`config.mk`:
```
export PLATFORM = sky130hd
export DESIGN_NAME = timer_bank
export DESIGN_NICKNAME = d
export VERILOG_FILES = /design/src/rtl/timer_bank.sv
export SDC_FILE = /design/constraint.sdc
export NUM_CORES = 1
export LEC_CHECK = 0
export ABC_CLOCK_PERIOD_IN_PS = 9390
export BUFFER_PORTS_ARGS = -buffer_cell sky130_fd_sc_hd__buf_2
export CAP_MARGIN = 20
export CORE_AREA = 2 2 143 145
export CTS_BUF_LIST = sky130_fd_sc_hd__clkbuf_4
export CTS_CLUSTER_DIAMETER = 40
export DETAILED_ROUTE_END_ITERATION = 10
export DIE_AREA = 0 0 145 147
export HOLD_SLACK_MARGIN = 0.12
export PLACE_DENSITY = 0.81
export REMOVE_ABC_BUFFERS = 1
export SYNTH_ARGS = -nofsm -noshare
export SYNTH_HDL_FRONTEND = slang
export SYNTH_SLANG_ARGS = --single-unit
```
`constraint.sdc`:
```
create_clock -name clk -period 9.39 [get_ports clk]
set_clock_uncertainty 0.1 [all_clocks]
set_input_delay 1.878 -clock clk [delete_from_list [all_inputs] [get_ports clk]]
set_output_delay 1.878 -clock clk [all_outputs]
set_load 0.02 [all_outputs]
```
`src/rtl/timer_bank.sv`:
```
// Purpose : bank of NCH programmable delay timers sharing one free-running tick prescaler.
// Latency : done rises exactly `active` ticks after busy rises; ld_err one clk after ld_valid.
// Backpr. : none; loads are always accepted or rejected in one cycle, start/stop are level-sampled.
//
// Ports:
//   clk, rst_n            clock, asynchronous active-low reset
//   start/stop/periodic   per-channel control (NCH bits), periodic is sampled at start
//   ld_valid/ld_ch/ld_period  shadow period write; ld_err pulses when rejected
//   tick                  prescaler tick (one clk every DIV clks)
//   busy/done             per-channel running flag and one-clk expiry pulse
module timer_bank #(
  parameter int NCH            = 4,
  parameter int WIDTH          = 16,
  parameter int CLKPD_NS       = 10,
  parameter int TICK_NS        = 1000,
  parameter int DEFAULT_PERIOD = 1000,
  localparam int CHW           = (NCH > 1) ? $clog2(NCH) : 1
) (
  input  logic             clk,
  input  logic             rst_n,
  input  logic [NCH-1:0]   start,
  input  logic [NCH-1:0]   stop,
  input  logic [NCH-1:0]   periodic,
  input  logic             ld_valid,
  input  logic [CHW-1:0]   ld_ch,
  input  logic [WIDTH-1:0] ld_period,
  output logic             ld_err,
  output logic             tick,
  output logic [NCH-1:0]   busy,
  output logic [NCH-1:0]   done
);

  localparam int DIV = TICK_NS / CLKPD_NS;
  localparam int QW  = (DIV > 1) ? $clog2(DIV) : 1;
  localparam logic [WIDTH-1:0] DEF_P = WIDTH'(DEFAULT_PERIOD);

  localparam logic [0:0] ST_IDLE = 1'b0;
  localparam logic [0:0] ST_RUN  = 1'b1;

  // ---------------------------------------------------------------
  // Prescaler: q counts 0..DIV-1; with DIV=1 q stays 0 and tick is
  // permanently high.
  // ---------------------------------------------------------------
  logic [QW-1:0] q;

  always_ff @(posedge clk or negedge rst_n) begin
    if (!rst_n) begin
      q <= '0;
    end else if (q == QW'(DIV - 1)) begin
      q <= '0;
    end else begin
      q <= q + QW'(1);
    end
  end

  assign tick = (q == QW'(DIV - 1));

  // ---------------------------------------------------------------
  // Period load check. The extra bit on the compare keeps NCH that is
  // an exact power of two from wrapping to zero.
  // ---------------------------------------------------------------
  logic ld_ok;

  assign ld_ok = ld_valid && (ld_period != '0) &&
                 ({1'b0, ld_ch} < (CHW + 1)'(NCH));

  always_ff @(posedge clk or negedge rst_n) begin
    if (!rst_n) begin
      ld_err <= 1'b0;
    end else begin
      ld_err <= ld_valid && !ld_ok;
    end
  end

  // ---------------------------------------------------------------
  // Channels
  // ---------------------------------------------------------------
  for (genvar i = 0; i < NCH; i++) begin : g_ch
    logic [0:0]       state;
    logic [WIDTH-1:0] cnt;
    logic [WIDTH-1:0] shadow;
    logic [WIDTH-1:0] active;
    logic             mode;
    logic             done_r;
    logic             sel_ld;
    logic             go;
    logic             last;

    assign sel_ld = ld_ok && (ld_ch == CHW'(i));
    assign go     = start[i] && !stop[i];
    // active is never zero (reset default and loads are both nonzero),
    // so active-1 cannot underflow; cnt never exceeds active-1.
    assign last   = (cnt == active - WIDTH'(1));

    always_ff @(posedge clk or negedge rst_n) begin
      if (!rst_n) begin
        state  <= ST_IDLE;
        cnt    <= '0;
        shadow <= DEF_P;
        active <= DEF_P;
        mode   <= 1'b0;
        done_r <= 1'b0;
      end else begin
        done_r <= 1'b0;
        if (sel_ld) begin
          shadow <= ld_period;
        end
        case (state)
          ST_IDLE: begin
            if (go) begin
              cnt    <= '0;
              active <= shadow;
              mode   <= periodic[i];
              state  <= ST_RUN;
            end
          end
          ST_RUN: begin
            if (stop[i]) begin
              // stop beats start and a coincident expiry
              cnt   <= '0;
              state <= ST_IDLE;
            end else if (start[i]) begin
              // restart: aborted interval produces no done
              cnt    <= '0;
              active <= shadow;
              mode   <= periodic[i];
            end else if (tick) begin
              if (last) begin
                done_r <= 1'b1;
                cnt    <= '0;
                if (mode) begin
                  active <= shadow;
                end else begin
                  state <= ST_IDLE;
                end
              end else begin
                cnt <= cnt + WIDTH'(1);
              end
            end
          end
          default: begin
            state <= ST_IDLE;
            cnt   <= '0;
          end
        endcase
      end
    end

    assign busy[i] = (state == ST_RUN);
    assign done[i] = done_r;
  end

endmodule

```
==> Implementation_results.wiki <==
{| class="wikitable"
! Metric !! Value
|-
| Quantity of I/O buffers inserted on ports || 42
|-
| Via count of the first global-routing pass || approximately 8600
|-
| Required time at the worst-slack endpoint || between 7 and 8 ns
|-
| Launching instance or port of the critical path || q[0]
|-
| Status || completed
|-
| Filler cells || 1578
|-
| End-of-flow core utilization || approximately 64%
|-
| Power density normalized to cell area || just over 200 nW/um2
|-
| Standby leakage power || 5.43 nW
|-
| Synth top area share || 35.4%
|-
| R2r setup slk || approximately 5.3 ns
|-
| Routability cong. || around 0.9
|-
| Buf+Inv Stages, Crit Path || 4
|-
| Number of detailed-routing iterations run before antenna repair || 5
|-
| GRT Overall Usage || ~24%
|-
| Cell type contributing the most total cell area after synthesis || sky130_fd_sc_hd__dfrtp_1
|-
| First-pass GRT wire length || between 40 and 50 mm
|-
| Transition at the pin with the smallest max-transition slack || approximately 1 ns
|-
| Worst IR drop on VDD || 110 uV
|-
| Endpoint, Worst Hold || g_ch[1].active[14]
|-
| Routed wire length || around 26 mm
|-
| Clock tree from TritonCTS || built
|-
| Post-synth EDFFs || 0
|-
| # Max-Cap Violations || 0
|-
| Total of cells resized after clock tree synthesis || 0
|-
| CTS H-tree lvls || 2
|-
| Setup TNS || 0 ns
|-
| Max Fanout on Critical Path || 22
|-
| DR WL/cell || around 18 um
|-
| CP peak stage delay || 0.39 ns
|-
| Worst hold path type || flop to flop
|-
| Unrepaired setup endpoints after global routing || false
|-
| Most used flip-flop cell after synthesis || sky130_fd_sc_hd__dfrtp_1
|-
| Mapped Avg Cell Area || ~11 um2
|-
| Die Width || between 100 and 150 um
|-
| Synth unique cells || 79
|-
| Number of primary I/O pins || 43
|-
| Die Outline Area || between 20000 and 25000 um2
|-
| Shortest period the worst path allows || between 4 and 5 ns
|-
| Std-Cell Core Area || around 20000 um2
|-
| CTS max path bufs || 3
|-
| Worst Setup Path Type || flop to primary output
|-
| Yosys Warn Count || 0
|-
| TritonCTS Buffers || 55
|-
| Area growth from synthesis to layout || 9.73%
|-
| Category of the worst setup path launch point || flop
|-
| R2R Path End || g_ch[2].active[1]
|-
| Synthesized area || approximately 12000 um2
|-
| Worst-case reg-to-reg path depth || 8
|-
| Final worst-path cycle share || between 40% and 50%
|-
| Initial antenna violation count || 1
|-
| Row count || 52
|-
| Postcts setup bufs || 0
|-
| Worst-case headroom to the max-slew limit || between 30 and 40%
|-
| Share of flip-flops with an asynchronous set or reset || 100%
|-
| Half-perimeter wire length of the detailed placement result || 17.5 mm
|-
| Delay-heaviest family, CP || buffers and inverters
|-
| Category of the worst setup path capture point || primary output
|-
| Violation count after the first detailed-route iteration || 691
|-
| Number of standard cells in the final layout excluding fillers || around 1500
|-
| Source of the worst hold timing path || g_ch[1].shadow[14]
|-
| Effective utilization at floorplan || between 50% and 60%
|-
| Clock transition at path regs || approximately 0.07 ns
|-
| Total number of vias || 8888
|-
| Post-synthesis register bit count || approximately 210
|-
| Vertical extent of the die || roughly 150 um
|-
| Leftover overflow at the end of global routing || 0
|-
| Fin. Hold Viols || 0
|-
| Area occupied by multi-input gates || between 5000 and 6000 um2
|-
| Clock tree root driver cell || sky130_fd_sc_hd__clkbuf_4
|-
| Synth top area cells || sky130_fd_sc_hd__dfrtp_1 (35%), sky130_fd_sc_hd__mux2_2 (11%), sky130_fd_sc_hd__dfstp_2 (11%)
|-
| Reg-to-Reg Start || g_ch[2].active[4]
|-
| # hold bufs at CTS || 0
|-
| Fraction of layout instances using a drive strength above 1 || between 20% and 30%
|-
| Number of failing setup endpoints in the final timing report || 0
|-
| Share of synthesized area occupied by flip-flops and latches || roughly 46%
|-
| Largest net degree at the start of global routing || between 80 and 90
|-
| Final #Nets || between 1000 and 1500
|-
| Antenna-violating nets left || 0
|-
| Cell with the largest stage delay on the worst path || sky130_fd_sc_hd__dfrtp_1
|-
| Most instantiated library cell after synthesis || sky130_fd_sc_hd__dfrtp_1
|-
| Area occupied by registers || around 5400 um2
|-
| Count of clock tree sinks || between 200 and 250
|-
| Leading post-synthesis cells by instance count || sky130_fd_sc_hd__dfrtp_1 (164), sky130_fd_sc_hd__mux2_2 (114), sky130_fd_sc_hd__nor2_1 (98), sky130_fd_sc_hd__xnor2_1 (61), sky130_fd_sc_hd__nand2_1 (55)
|-
| Overall power after layout || ~2.6 mW
|-
| Cell breakdown of the critical path || ha_1 -> nor4bb_1 -> clkbuf_2 -> nand2_1 -> buf_4 -> inv_1 -> buf_2
|-
| Insertion delay of the later-clocked pin in the worst-skew pair || ~0.67 ns
|-
| Syn Inst Count || ~1100
|-
| DRC violations left || 0
|-
| Ratio of routed vias to standard cells || just over 6
|-
| Hold slack || roughly 0.37 ns
|-
| Slew Limit Fails || 0
|-
| Number of cells on the worst hold path || 1
|-
| Data arrival at the endpoint of the critical path || roughly 2.5 ns
|-
| Number of instances in the placed design || approximately 1400
|-
| Achievable Freq || about 220 MHz
|}
-- how the worst max path moves through the flow --
stage	cells after the start	to
2_1_floorplan	5	g_ch[0].shadow[0]
3_3_place_gp	6	tick
3_5_place_dp	8	g_ch[2].active[1]
4_1_cts	6	tick
5_1_grt	7	tick
6_report	7	tick
-- worst reg2reg max path, stage by stage, from the launching register on --
cell,delay [ns]
sky130_fd_sc_hd__dfrtp_1,0.43
sky130_fd_sc_hd__or4_1,0.68
sky130_fd_sc_hd__or4_4,0.55
sky130_fd_sc_hd__or4_1,0.43
sky130_fd_sc_hd__xnor2_1,0.16
sky130_fd_sc_hd__nand4_1,0.18
sky130_fd_sc_hd__or4_4,0.53
sky130_fd_sc_hd__o21ai_4,0.55
sky130_fd_sc_hd__mux2_2,0.41
-- routing by layer --
| layer | vias to the layer above | wire length (um) | GRT usage [%] |
|---|---|---|---|
| li1 | 4162 | - | - |
| met1 | 4395 | 11700 | 33.1 |
| met2 | 268 | 12100 | 38.6 |
| met3 | 63 | 1320 | 4.50 |
| met4 | 0 | 591 | 8.81 |
| met5 | - | 0 | 0 |
-- per-stage QoR --
step	setup slack [ns]	cell area, um2
after floorplan	5.50	11400
after global placement	5.32	12000
after detailed placement	5.30	12000
after global routing	4.72	12700
after CTS	4.55	12700
final	4.89	12700
-- final cells by class --
cell class / instances / share of cell area [%]
Multi-Input combinational cell: 809 / 46.5
Tap cell: 270 / 2.65
Inverter: 20 / 0.590
Sequential cell: 212 / 42.1
Timing Repair Buffer: 53 / 2.49
Antenna cell: 1 / 0.0197
Clock inverter: 18 / 0.580
Clock buffer: 85 / 5.01
-- sequential cells by signal, indices dropped and copies added (netlist names) --
register	count
g_ch.active	64
g_ch.cnt	64
g_ch.done_r	4
g_ch.mode	4
g_ch.shadow	64
g_ch.state	4
ld_err	1
q	7
-- logic make-up after synthesis --
family	count (synthesis)	share of synthesized area, %
fa+ha+maj	9	0.970
mux	137	13.6
buf+inv	72	2.76
simple gates	406	18.9
flops	212	46.2
xor+xnor	104	7.85
compound gates	153	9.66
-- cell usage in the layout, fill, tap and decap left out, drive strengths merged, types with 8 or more instances in the layout --
cell,n
a221o,11
buf,50
clkbuf,88
nor3,27
inv,20
nand2b,19
a21oi,23
xor2,43
xnor2,61
nor2,98
ha,9
nor4b,8
nor4,22
o21ai,31
and3,25
dfrtp,164
nand2,55
dfstp,48
nand3,46
or4,15
o31ai,10
a22o,13
nor2b,15
and2,9
nand4,21
clkinv,18
mux2,136
or3,14
-- where the power goes --
group / internal [mW] / switching (mW) / leakage, nW
clock: 0.413 / 0.384 / 0.431
sequential: 1.09 / 0.156 / 2.60
combinational: 0.268 / 0.261 / 2.40
(Power assumes the default switching activity.)
